$ cat config.mk
export PLATFORM = sky130hd
export DESIGN_NAME = spi_slave_word
export DESIGN_NICKNAME = d
export VERILOG_FILES = /design/src/rtl/spi_slave_word.sv
export SDC_FILE = /design/constraint.sdc
export NUM_CORES = 1
export LEC_CHECK = 0
export BUFFER_PORTS_ARGS = -buffer_cell sky130_fd_sc_hd__buf_2
export CAP_MARGIN = 25
export CORE_ASPECT_RATIO = 1.2
export CORE_MARGIN = 10
export CORE_UTILIZATION = 55
export CTS_BUF_LIST = sky130_fd_sc_hd__clkbuf_2
export DETAILED_ROUTE_END_ITERATION = 8
export GPL_TIMING_DRIVEN = 0
export PLACE_DENSITY = 0.75
export SYNTH_ARGS = -nofsm -noshare
export SYNTH_HDL_FRONTEND = slang
export SYNTH_SLANG_ARGS = --single-unit
export TNS_END_PERCENT = 50
$ cat constraint.sdc
create_clock -name in_clk -period 1.85 [get_ports in_clk]
set_input_delay 0.0925 -clock in_clk [delete_from_list [all_inputs] [get_ports in_clk]]
set_output_delay 0.0925 -clock in_clk [all_outputs]
set_load 0.02 [all_outputs]
$ cat src/rtl/spi_slave_word.sv
// SPI slave that oversamples SCK/CS_n/MOSI in the in_clk domain and exchanges
// whole WIDTH-bit words with internal logic through valid/ready handshakes.
module spi_slave_word #(
    parameter int WIDTH     = 8,
    parameter bit CPOL      = 1'b0,
    parameter bit CPHA      = 1'b0,
    parameter bit MSB_FIRST = 1'b1
) (
    input  logic             in_clk,
    input  logic             in_rst,
    input  logic             in_sck,
    input  logic             in_cs_n,
    input  logic             in_mosi,
    output logic             o_miso,
    output logic             o_miso_oe,
    input  logic [WIDTH-1:0] in_tx_data,
    input  logic             in_tx_valid,
    output logic             o_tx_ready,
    output logic [WIDTH-1:0] o_rx_data,
    output logic             o_rx_valid,
    input  logic             in_rx_ready,
    output logic             o_rx_overrun,
    output logic             o_busy
);

    localparam int            CW          = $clog2(WIDTH);
    localparam logic [CW-1:0] LAST_BIT    = CW'(WIDTH - 1);
    localparam bit            SAMPLE_RISE = (CPOL == CPHA);

    typedef enum logic {
        ST_IDLE   = 1'b0,
        ST_ACTIVE = 1'b1
    } state_t;

    state_t           state_q, state_d;
    logic [1:0]       sck_sync_q;
    logic [1:0]       cs_sync_q;
    logic [1:0]       mosi_sync_q;
    logic             sck_last_q;
    logic             mosi_last_q;
    logic             sample_stb_q;
    logic             shift_stb_q;
    logic [CW-1:0]    cnt_q, cnt_d;
    logic [WIDTH-1:0] rx_shift_q, rx_shift_d;
    logic [WIDTH-1:0] tx_shift_q, tx_shift_d;
    logic [WIDTH-1:0] hold_q, hold_d;
    logic             hold_empty_q, hold_empty_d;
    logic             word_edge_q, word_edge_d;
    logic [WIDTH-1:0] rx_data_q, rx_data_d;
    logic             rx_valid_q, rx_valid_d;
    logic             overrun_q, overrun_d;
    logic             miso_q, miso_d;

    logic             rise_s;
    logic             fall_s;
    logic             sample_edge_s;
    logic             shift_edge_s;
    logic             word_done_s;
    logic             load_s;
    logic [WIDTH-1:0] rx_word_s;

    function automatic logic out_bit(input logic [WIDTH-1:0] v);
        if (MSB_FIRST) begin
            out_bit = v[WIDTH-1];
        end else begin
            out_bit = v[0];
        end
    endfunction

    function automatic logic [WIDTH-1:0] tx_advance(input logic [WIDTH-1:0] v);
        if (MSB_FIRST) begin
            tx_advance = {v[WIDTH-2:0], 1'b0};
        end else begin
            tx_advance = {1'b0, v[WIDTH-1:1]};
        end
    endfunction

    function automatic logic [WIDTH-1:0] rx_insert(input logic [WIDTH-1:0] v, input logic b);
        if (MSB_FIRST) begin
            rx_insert = {v[WIDTH-2:0], b};
        end else begin
            rx_insert = {b, v[WIDTH-1:1]};
        end
    endfunction

    always_comb begin
        rise_s        = sck_sync_q[1] & ~sck_last_q;
        fall_s        = ~sck_sync_q[1] & sck_last_q;
        sample_edge_s = SAMPLE_RISE ? rise_s : fall_s;
        shift_edge_s  = SAMPLE_RISE ? fall_s : rise_s;
    end

    // word_edge_q marks the first shift strobe of a word: for CPHA=0 it loads
    // the next word, for CPHA=1 it leaves the first bit in place.
    always_comb begin
        state_d      = state_q;
        cnt_d        = cnt_q;
        rx_shift_d   = rx_shift_q;
        tx_shift_d   = tx_shift_q;
        hold_d       = hold_q;
        hold_empty_d = hold_empty_q;
        word_edge_d  = word_edge_q;
        rx_data_d    = rx_data_q;
        rx_valid_d   = rx_valid_q;
        overrun_d    = 1'b0;
        word_done_s  = 1'b0;
        load_s       = 1'b0;
        rx_word_s    = rx_insert(rx_shift_q, mosi_last_q);

        case (state_q)
            ST_IDLE: begin
                if (!cs_sync_q[1]) begin
                    state_d     = ST_ACTIVE;
                    cnt_d       = '0;
                    rx_shift_d  = '0;
                    load_s      = 1'b1;
                    word_edge_d = CPHA;
                end else begin
                    state_d = ST_IDLE;
                end
            end
            ST_ACTIVE: begin
                if (sample_stb_q) begin
                    rx_shift_d = rx_word_s;
                    if (cnt_q == LAST_BIT) begin
                        cnt_d       = '0;
                        word_done_s = 1'b1;
                        word_edge_d = 1'b1;
                        load_s      = CPHA;
                    end else begin
                        cnt_d = cnt_q + CW'(1);
                    end
                end else if (shift_stb_q) begin
                    if (word_edge_q) begin
                        word_edge_d = 1'b0;
                        load_s      = ~CPHA;
                    end else begin
                        tx_shift_d = tx_advance(tx_shift_q);
                    end
                end else begin
                    cnt_d = cnt_q;
                end

                // A word completing in the same cycle as CS release still
                // delivers its RX data, but nothing new is pulled for TX.
                if (cs_sync_q[1]) begin
                    state_d     = ST_IDLE;
                    cnt_d       = '0;
                    rx_shift_d  = '0;
                    tx_shift_d  = '0;
                    word_edge_d = 1'b0;
                    load_s      = 1'b0;
                end else begin
                    state_d = ST_ACTIVE;
                end
            end
            default: begin
                state_d = ST_IDLE;
            end
        endcase

        if (load_s) begin
            tx_shift_d   = hold_empty_q ? '0 : hold_q;
            hold_empty_d = 1'b1;
        end else begin
            hold_empty_d = hold_empty_d;
        end

        if (in_tx_valid && hold_empty_q) begin
            hold_d       = in_tx_data;
            hold_empty_d = 1'b0;
        end else begin
            hold_d = hold_q;
        end

        if (rx_valid_q && in_rx_ready) begin
            rx_valid_d = 1'b0;
        end else begin
            rx_valid_d = rx_valid_q;
        end

        if (word_done_s) begin
            if (!rx_valid_q || in_rx_ready) begin
                rx_data_d  = rx_word_s;
                rx_valid_d = 1'b1;
            end else begin
                overrun_d = 1'b1;
            end
        end else begin
            rx_data_d = rx_data_q;
        end

        if (state_d == ST_ACTIVE) begin
            miso_d = out_bit(tx_shift_d);
        end else begin
            miso_d = 1'b0;
        end
    end

    always_ff @(posedge in_clk or posedge in_rst) begin
        if (in_rst) begin
            sck_sync_q   <= {2{CPOL}};
            cs_sync_q    <= 2'b11;
            mosi_sync_q  <= 2'b00;
            sck_last_q   <= CPOL;
            mosi_last_q  <= 1'b0;
            sample_stb_q <= 1'b0;
            shift_stb_q  <= 1'b0;
            state_q      <= ST_IDLE;
            cnt_q        <= '0;
            rx_shift_q   <= '0;
            tx_shift_q   <= '0;
            hold_q       <= '0;
            hold_empty_q <= 1'b1;
            word_edge_q  <= 1'b0;
            rx_data_q    <= '0;
            rx_valid_q   <= 1'b0;
            overrun_q    <= 1'b0;
            miso_q       <= 1'b0;
        end else begin
            sck_sync_q   <= {sck_sync_q[0], in_sck};
            cs_sync_q    <= {cs_sync_q[0], in_cs_n};
            mosi_sync_q  <= {mosi_sync_q[0], in_mosi};
            sck_last_q   <= sck_sync_q[1];
            mosi_last_q  <= mosi_sync_q[1];
            sample_stb_q <= sample_edge_s;
            shift_stb_q  <= shift_edge_s;
            state_q      <= state_d;
            cnt_q        <= cnt_d;
            rx_shift_q   <= rx_shift_d;
            tx_shift_q   <= tx_shift_d;
            hold_q       <= hold_d;
            hold_empty_q <= hold_empty_d;
            word_edge_q  <= word_edge_d;
            rx_data_q    <= rx_data_d;
            rx_valid_q   <= rx_valid_d;
            overrun_q    <= overrun_d;
            miso_q       <= miso_d;
        end
    end

    assign o_miso       = miso_q;
    assign o_miso_oe    = (state_q == ST_ACTIVE);
    assign o_busy       = (state_q == ST_ACTIVE);
    assign o_tx_ready   = hold_empty_q;
    assign o_rx_data    = rx_data_q;
    assign o_rx_valid   = rx_valid_q;
    assign o_rx_overrun = overrun_q;

endmodule

==> qor.yml <==
post-place-ws_ps: 145
fp.coreArea_mm2: 0.00340
finalCritPeriodShare: 0.922
drt-pass1-iter-count: 4
syn_area_mm2: 0.00198
synth_edf_count: 0
synthFlopType: "dfrtp_1"
io_pins: 29
drv_cap: 0
utilization: 0.698
dp.cells: 214
hold_class: "input port to async pin"
ys_ff_latch: 50
clk_pin_slew_ps: 250
synth_warnings: 0
tns_ps: 0
wl_per_cell_um: 15.6
floorplan.initialDensity: 0.583
place_area_mm2: 0.00219
drtAntennaViolNets: 0
vias_per_cell: 5.53
crit_path_start_kind: "flip-flop"
grt_util_all_layers: 0.126
power_mw: 1.91
post-synth-top-area-cell: "dfrtp_1"
peakVddDrop_mv: 0.665
min_period_ps: 1710
finalSetupViolations: 0
clock_skew_ps: 21.3
cp.required_ps: 2180
fin_area_mm2: 0.00237
drc: 0
hold_violations: 0
postCtsSetupBuffers: 0
arrival_ps: 2040
die_h_um: 85.7
reg2reg_depth: 6
fp.dieW_um: 74.8
clock_latency_ps: 430
async_flop_share: 1.00
status: "finished clean"
p_leak_nw: 1.20
drive_gt1_frac: 0.296
areaGrowthSynthToFinish_pct: 19.7
cts_root_buffer: "clkbuf_2"
seq_area_frac_synth: 0.634
cts_sinks: 50
first_iter_violations: 66
diodes: 0
globalplace.congestion: 0.766
setup_slack_ps: 144
tritoncts: "built"
die_area_mm2: 0.00641
grt_max_degree: 32
dp_hpwl_um: 2690
portBuffers: 28
tightestPinTransition_ps: 513
clock_path_buffers: 2
grt_first_pass_wirelength_um: 6400
worstSetupPathType: "flip-flop to flip-flop"
rsz0062_at_grt: "false"
synth_cell_types: 35
final_cell_count_no_fill: 236
gr-total-overflow: 0
h-tree-depth: 2
first_global_vias: 1440
cts_buffers: 5
route.final.wire_length_um: 3670
report.final.slew_viol_count: 0
max_freq_ghz: 0.586
relSlewSlack: 0.658
synth_fp_nets: 165
whs_ps: 152
avgSynthCellArea_um2: 13.4
fin_nets: 215
endpoint_kind: "flip-flop"
antenna_found_initial: 0
ys_top_cells_by_area: "dfrtp_1, mux2_1, mux2_2"
postSynthCellCount: 148
power_density_mw_per_mm2: 806
synth_top_area_share: 0.594
critPathMaxFanout: 8
num_rows: 23
routed-via-count: 1306
[report_power, final]
group,switching (mW),internal [mW]
Sequential,0.0541,1.19
Combinational,0.111,0.122
Clock,0.335,0.0998
[cell type report]
cell class              instances  area, um^2
plain buffers                   6        40.0
clock buffers                   6        30.0
clock inverters                 2        13.8
fillers                       248        1030
inverters                       7        26.3
multi-input cells              85         658
flip-flops and latches         50        1250
well taps                      37        46.3
repair buffers                 43         300
[registers in the layout (all words and copies together), names as in the netlist, 2 cells and up]
name / count
mosi_sync_q: 2
cnt_q: 3
tx_shift_q: 8
hold_q: 8
sck_sync_q: 2
o_rx_data: 8
cs_sync_q: 2
rx_shift_q: 7
[critical path, cell delays in order (launching register included)]
cell	delay, ps
dfrtp_1	450
ha_1	170
ha_1	190
nand3_1	130
nor2b_1	120
buf_2	210
mux2_1	360
[cell usage after synthesis, types with 2 or more instances]
master,count
mux2i_1,3
buf_2,2
a22oi_1,6
mux2_1,8
ha_1,2
o21ai_0,2
a21oi_1,6
and2_1,2
o21ai_1,4
buf_4,2
nand2b_1,2
a21o_1,2
nor2b_1,4
inv_1,7
a22o_1,7
dfrtp_1,47
mux2_2,8
nor2_1,8
dfstp_2,3
nand2_1,8
[cells in the final DEF, fill, tap and decap left out, drive strengths merged, types with 6 or more instances in the layout]
cell and instances:
a21oi 7, a22o 7, dfrtp 47, buf 35, a22oi 6, nor2 8, dlygate4sd3 14, clkbuf 6
nand2 8, mux2 16, o21ai 6, inv 7
[cell families after synthesis]
| kind of cell | Yosys count | synth area share |
|---|---|---|
| AND/OR/NAND/NOR | 31 | 0.0917 |
| buffers and inverters | 13 | 0.0335 |
| adder cells (fa/ha/maj) | 2 | 0.0126 |
| multiplexers | 19 | 0.106 |
| AO/OA/AOI/OAI | 33 | 0.122 |
| flip-flops | 50 | 0.634 |
[final timing paths]
check / from / end / slack (ps)
setup / recovery: cnt_q[0] / o_rx_data[1] / 140
hold / removal: in_rst / mosi_sync_q[1] / 150
setup reg to reg: cnt_q[0] / o_rx_data[1] / 140
hold reg to reg: cs_sync_q[0] / cs_sync_q[1] / 380
max in group asynchronous: in_rst / cs_sync_q[0] / 1100
min in group in_clk: in_mosi / mosi_sync_q[0] / 280
[routing by layer]
layer / vias up / share of wire / GRT usage
met2: 31 / 0.55 / 0.225
met4: 0 / 0.013 / 0.0517
li1: 617 / - / -
met5: - / 0 / 0
met3: 5 / 0.052 / 0.0311
met1: 653 / 0.38 / 0.135
[what timing repair did]
action                                 CTS  global route
hold buffers                            14             0
resized for setup                        0             0
endpoints found under the hold margin   61             0
Note: power is estimated with default switching activity, not from simulation.
